$ cat src/rtl/sky130_ef_ip__opamp_ctrl_pkg.sv
// Shared types and default constants for the opamp drive-side controller.
// Optional build macro: OPAMP_CTRL_SYNC_EN.
// It adds a 2-flop comparator synchronizer and 2 lead cycles in MEAS.
package sky130_ef_ip__opamp_ctrl_pkg;

  // Controller state, fixed 2-bit encoding so state values are stable across builds.
  typedef enum logic [1:0] {
    ST_OFF    = 2'd0,
    ST_SETTLE = 2'd1,
    ST_IDLE   = 2'd2,
    ST_MEAS   = 2'd3
  } opamp_state_t;

  localparam int unsigned SETTLE_CYCLES_DEF = 64;
  localparam int unsigned NSAMP_DEF         = 16;
  localparam int unsigned CW_DEF            = 8;

`ifdef OPAMP_CTRL_SYNC_EN
  // Cycles spent in MEAS before the synchronized comparator value is meaningful.
  localparam int unsigned MEAS_LEAD = 2;
`else
  localparam int unsigned MEAS_LEAD = 0;
`endif

  // Total number of cycles the controller stays in MEAS for one measurement.
  function automatic int unsigned meas_len(input int unsigned nsamp);
    return nsamp + MEAS_LEAD;
  endfunction

endpackage

$ cat src/rtl/sky130_ef_ip__sync2.sv
// Two-flop synchronizer for the asynchronous comparator output.
// Only instantiated when OPAMP_CTRL_SYNC_EN is defined.
module sky130_ef_ip__sync2 (
  input  logic clk,
  input  logic reset,
  input  logic i_d,
  output logic o_q
);

  logic r_meta;
  logic r_sync;

  // Shift the input through two flops; cleared only by the block reset.
  always_ff @(posedge clk) begin
    if (reset) begin
      r_meta <= 1'b0;
      r_sync <= 1'b0;
    end else begin
      r_meta <= i_d;
      r_sync <= r_meta;
    end
  end

  assign o_q = r_sync;

endmodule

$ cat src/rtl/sky130_ef_ip__opamp_ctrl.sv
// Opamp enable / settle / measurement controller.
// Build option: OPAMP_CTRL_SYNC_EN routes cmp_in through a 2-flop synchronizer.
// In that build every measurement takes 2 extra cycles.
// Flow: OFF -> SETTLE (SETTLE_CYCLES) -> IDLE <-> MEAS (count high comparator samples).
// Dropping en_req in any powered state returns to OFF.
module sky130_ef_ip__opamp_ctrl
  import sky130_ef_ip__opamp_ctrl_pkg::*;
#(
  parameter int unsigned SETTLE_CYCLES = SETTLE_CYCLES_DEF,
  parameter int unsigned NSAMP         = NSAMP_DEF,
  parameter int unsigned CW            = CW_DEF
) (
  input  logic          clk,
  input  logic          reset,
  input  logic          en_req,
  output logic          ena,
  output logic          ready,
  input  logic          start,
  output logic          busy,
  input  logic          cmp_in,
  output logic          valid,
  output logic [CW-1:0] result
);

  localparam int unsigned MEAS_CYCLES = meas_len(NSAMP);
  localparam int unsigned SCW         = $clog2(MEAS_CYCLES + 1);

  opamp_state_t   r_state;
  opamp_state_t   w_state_next;
  logic [15:0]    r_settle_cnt;
  logic [SCW-1:0] r_samp_cnt;
  logic [CW-1:0]  r_acc;
  logic [CW-1:0]  r_result;
  logic           r_valid;

  logic           w_sample;
  logic           w_accum_en;
  logic           w_settle_done;
  logic           w_meas_done;
  logic           w_meas_finish;
  logic [CW-1:0]  w_acc_sum;

`ifdef OPAMP_CTRL_SYNC_EN
  sky130_ef_ip__sync2 u_cmp_sync (
    .clk   (clk),
    .reset (reset),
    .i_d   (cmp_in),
    .o_q   (w_sample)
  );
  // The first two MEAS cycles still hold pre-start synchronizer contents.
  assign w_accum_en = (r_samp_cnt >= SCW'(MEAS_LEAD));
`else
  assign w_sample   = cmp_in;
  assign w_accum_en = 1'b1;
`endif

  assign w_settle_done = (r_settle_cnt == 16'(SETTLE_CYCLES - 1));
  assign w_meas_done   = (r_samp_cnt == SCW'(MEAS_CYCLES - 1));
  assign w_acc_sum     = r_acc + {{(CW-1){1'b0}}, w_sample};

  // State register.
  always_ff @(posedge clk) begin
    if (reset) begin
      r_state <= ST_OFF;
    end else begin
      r_state <= w_state_next;
    end
  end

  // Next-state logic; losing en_req always wins over start or measurement completion.
  always_comb begin
    w_state_next  = r_state;
    w_meas_finish = 1'b0;
    case (r_state)
      ST_OFF: begin
        if (en_req) w_state_next = ST_SETTLE;
      end
      ST_SETTLE: begin
        if (!en_req)            w_state_next = ST_OFF;
        else if (w_settle_done) w_state_next = ST_IDLE;
      end
      ST_IDLE: begin
        // A start arriving in the same cycle as the valid pulse is dropped.
        if (!en_req)                w_state_next = ST_OFF;
        else if (start && !r_valid) w_state_next = ST_MEAS;
      end
      ST_MEAS: begin
        if (!en_req) begin
          w_state_next = ST_OFF;
        end else if (w_meas_done) begin
          w_state_next  = ST_IDLE;
          w_meas_finish = 1'b1;
        end
      end
      default: w_state_next = ST_OFF;
    endcase
  end

  // Settle counter: runs only in SETTLE, so it is zero on every entry.
  always_ff @(posedge clk) begin
    if (reset) begin
      r_settle_cnt <= '0;
    end else if (r_state == ST_SETTLE) begin
      r_settle_cnt <= r_settle_cnt + 16'd1;
    end else begin
      r_settle_cnt <= '0;
    end
  end

  // Sample counter and accumulator: cleared outside MEAS, advanced every MEAS cycle.
  always_ff @(posedge clk) begin
    if (reset) begin
      r_samp_cnt <= '0;
      r_acc      <= '0;
    end else if (r_state == ST_MEAS) begin
      r_samp_cnt <= r_samp_cnt + SCW'(1);
      if (w_accum_en) r_acc <= w_acc_sum;
    end else begin
      r_samp_cnt <= '0;
      r_acc      <= '0;
    end
  end

  // Result capture and one-cycle valid pulse on a completed measurement only.
  always_ff @(posedge clk) begin
    if (reset) begin
      r_result <= '0;
      r_valid  <= 1'b0;
    end else begin
      r_valid <= w_meas_finish;
      if (w_meas_finish) r_result <= w_acc_sum;
    end
  end

  assign ena    = (r_state != ST_OFF);
  assign ready  = (r_state == ST_IDLE) || (r_state == ST_MEAS);
  assign busy   = (r_state == ST_MEAS);
  assign valid  = r_valid;
  assign result = r_result;

endmodule

$ cat config.mk
export PLATFORM = sky130hd
export DESIGN_NAME = sky130_ef_ip__opamp_ctrl
export DESIGN_NICKNAME = d
export VERILOG_FILES = /design/src/rtl/sky130_ef_ip__opamp_ctrl_pkg.sv /design/src/rtl/sky130_ef_ip__sync2.sv /design/src/rtl/sky130_ef_ip__opamp_ctrl.sv
export SDC_FILE = /design/constraint.sdc
export NUM_CORES = 1
export LEC_CHECK = 0
export BUFFER_PORTS_ARGS = -buffer_cell sky130_fd_sc_hd__buf_2
export CAP_MARGIN = 20
export CORE_AREA = 2 2 61 63
export DETAILED_ROUTE_END_ITERATION = 8
export DIE_AREA = 0 0 63 65
export GPL_TIMING_DRIVEN = 0
export PLACE_DENSITY_LB_ADDON = 0.08
export SKIP_CTS_REPAIR_TIMING = 1
export SYNTH_ARGS = -nofsm -noshare
export SYNTH_HDL_FRONTEND = slang
export SYNTH_SLANG_ARGS = --single-unit
$ cat constraint.sdc
create_clock -name clk -period 2.02 [get_ports clk]
set_input_delay 0 -clock clk [delete_from_list [all_inputs] [get_ports clk]]
set_output_delay 0 -clock clk [all_outputs]
set_load 0.005 [all_outputs]
==> summary.txt <==
Run status
  • Status: finished, final reports clean

Yosys
  • Syn. warnings: 0
  • Syn Area/Cell: between 9 and 10 um2
  • Synthesized area: 1650 um2
  • Seq/Total Area, Yosys: between 40% and 50%
  • Synth unique cells: 37
  • Yosys top cell by area: dfxtp_1
  • Synth Net Count: around 190
  • Synth area leaders: dfxtp_1, nor2_1, xor2_1
  • Post-synth top area share: between 40% and 50%
  • Post-synthesis cell count: approximately 180
  • FF+latch count, synth: 40

Routing
  • Post-route ant nets: 0
  • WL final: between 2000 and 3000 um
  • WL/cell: 11.1 um
  • # DRC: 0
  • DRT iter0 DRCs: between 70 and 80
  • Met3 wire length: 115 um
  • Routed vias/inst: approximately 4.8
  • Via count: between 1000 and 1500
  • DR top layer: met4
  • WL met1: about 1500 um
  • Met2 WL post-DR: roughly 1200 um
  • First-pass DRT Iterations: 4

Power and ir drop
  • Final Power: 1240 uW
  • Maximum vdd drop: 341 uV
  • Static Leak: approximately 0.00072 uW
  • PwrDens: 658 nW/um2

Hold path
  • Worst hold path class: primary input to flip-flop

Worst setup path
  • R2r setup slk: roughly 290 ps
  • CP endpoint kind: flip-flop
  • Worst EP required: between 2000 and 2500 ps
  • Worst-path fanout max: 10
  • Reg-to-Reg End: result[6]
  • Critical Path End: result[6]
  • Crit Path Class: flip-flop to flip-flop
  • Worst R2R Path Depth: 8
  • CP Data Arrival Time: 1990 ps
  • CP startpoint: r_samp_cnt[0]
  • Critical Path Start Type: flip-flop
  • R2r startpoint: r_samp_cnt[0]

Timing
  • Final min period: 1730 ps
  • Setup tns final: 0 ps
  • Final Max Slew Viols: 0
  • Setup violations, final: 0
  • Relative slew slack: about 69%
  • Skew final: between 4 and 5 ps
  • Hold WS: around 100 ps
  • Final period util: around 85%
  • Max Fclk: between 0.5 and 0.6 GHz
  • Worst Tran Pin Value: 462 ps
  • Fin. Hold Viols: 0
  • RSZ-0062 raised after global routing: false

GRT
  • Largest net degree at the start of global routing: 13
  • First-pass GRT wire length: about 5200 um
  • Tot GR Track Use: between 15 and 20%
  • Initial antenna violation count: 0
  • GRT Residual Overflow: 0
  • Vias in the first global route: roughly 1200

Floorplanning
  • Initial Util: between 40% and 50%
  • Num rows: 22
  • Die Ht: between 60 and 70 um
  • Die ar.: between 4000 and 5000 um2
  • I/O pin cnt: 17
  • Core area: roughly 3500 um2
  • Die width: around 63 um

Cells and area
  • Core Util, Final: 53.9%
  • Footprint of the multi-input gates: between 700 and 800 um2
  • Nets: 214
  • Area Overhead vs Synth: 14.4%
  • Register area: 801 um2
  • Layout cells sized above 1: between 10% and 20%
  • Fillers: roughly 340
  • # diodes: 0

Clocking
  • Clock tree buffer depth: 2
  • Clock H-tree levels: 2
  • Clock Latency Late Sink: 340 ps
  • Clk slew on worst S/H paths: about 110 ps
  • CTS Buf Count: 5
  • Clock root cell: clkbuf_4
  • CTS tree: yes
  • Clk sinks: 40

Placed design
  • Port bufs: 16
  • Final HPWL DP: ~2100 um
  • RD Place Congestion: around 0.75

Run
  • Max-cap violations: 0
-- cell families after synthesis --
kind of cell | after synthesis | synth area share [%]
AOI/OAI and AO/OA | 16 | 6.38
xor gates and xnor gates | 19 | 10.1
adders and majority gates | 5 | 3.80
buffers and inverters | 14 | 3.49
DFF | 40 | 48.6
muxes | 2 | 1.21
and+or+nand+nor | 82 | 26.4
-- worst min-delay path by stage --
stage	startpoint	to	slack (ps)	cells after the start
4_1_cts	en_req	valid	-90	3
6_report	start	r_state[0]	100	5
3_3_place_gp	en_req	valid	290	3
2_1_floorplan	en_req	valid	160	2
5_1_grt	start	r_state[0]	130	5
3_5_place_dp	en_req	valid	290	3
-- layout by cell type, fill, tap and decap left out, types with 2 or more instances in the layout --
cell,count
xor2_1,10
nand3_1,8
inv_1,7
nor3_1,5
dlygate4sd3_1,3
nor2_1,33
nand2_1,7
a31o_1,2
clkbuf_1,4
a21oi_1,4
dfxtp_1,40
clkinv_2,2
ha_1,5
xnor2_1,9
and2_1,3
nor4_1,3
clkbuf_4,5
a211oi_1,6
buf_2,17
o21ai_0,2
or3_1,2
mux2i_1,2
nand4_1,4
and3_1,4
-- registers in the layout, summed over array words and instances (netlist names) --
name / count
valid: 1
r_acc: 8
r_state: 2
result: 8
r_samp_cnt: 5
r_settle_cnt: 16
-- cell usage after synthesis --
library cell	instances
dfxtp_1	40
nor2_1	33
xor2_1	10
xnor2_1	9
nand3_1	8
inv_1	7
nand2_1	7
a211oi_1	6
ha_1	5
nor3_1	5
a21oi_1	4
and3_1	4
clkbuf_1	4
nand4_1	4
and2_1	3
nor4_1	3
a31o_1	2
mux2i_1	2
nor2_2	2
o21ai_0	2
or3_1	2
and4_1	1
buf_2	1
buf_4	1
inv_2	1
nand2b_1	1
nand3_2	1
nand3b_1	1
nand4_2	1
nor2b_1	1
nor4_4	1
nor4b_2	1
o21a_1	1
o21ai_1	1
or2_1	1
or2_2	1
or4_1	1
-- metal layers --
layer  up-vias  GRT usage, %
li1        655             -
met1       544          21.8
met2        18          23.9
met3         6          6.08
met5         -             0
met4         0          7.50
-- cell type report --
cell class / count / area share (%)
Buffer: 6 / 1.46
Clock buffer: 6 / 2.72
Clock inverter: 2 / 0.531
Inverter: 8 / 1.59
Multi-Input combinational cell: 124 / 42.2
Sequential cell: 40 / 42.5
Tap cell: 48 / 3.19
Timing Repair Buffer: 19 / 5.84
-- stage by stage --
step | std cells | instance area, um2 | setup WS (ps)
6_report | 253 | 1880 | 293
5_1_grt | 253 | 1880 | 78.4
4_1_cts | 250 | 1850 | 185
3_5_place_dp | 242 | 1790 | 224
3_3_place_gp | 242 | 1790 | 294
2_1_floorplan | 178 | 1650 | 495
-- power breakdown --
group / internal [uW] / switching [uW]
registers: 791 / 3.38
clock network: 166 / 249
logic: 14.5 / 16.4
-- critical path, stage by stage, from the launching register on --
cell and delay [ps]:
dfxtp_1 370, ha_1 180, and3_1 170, ha_1 170
nand2_1 110, nor2_4 180, buf_4 200, nor2_1 50
a211oi_1 210
No activity file was read; power rests on OpenSTA's default activity.
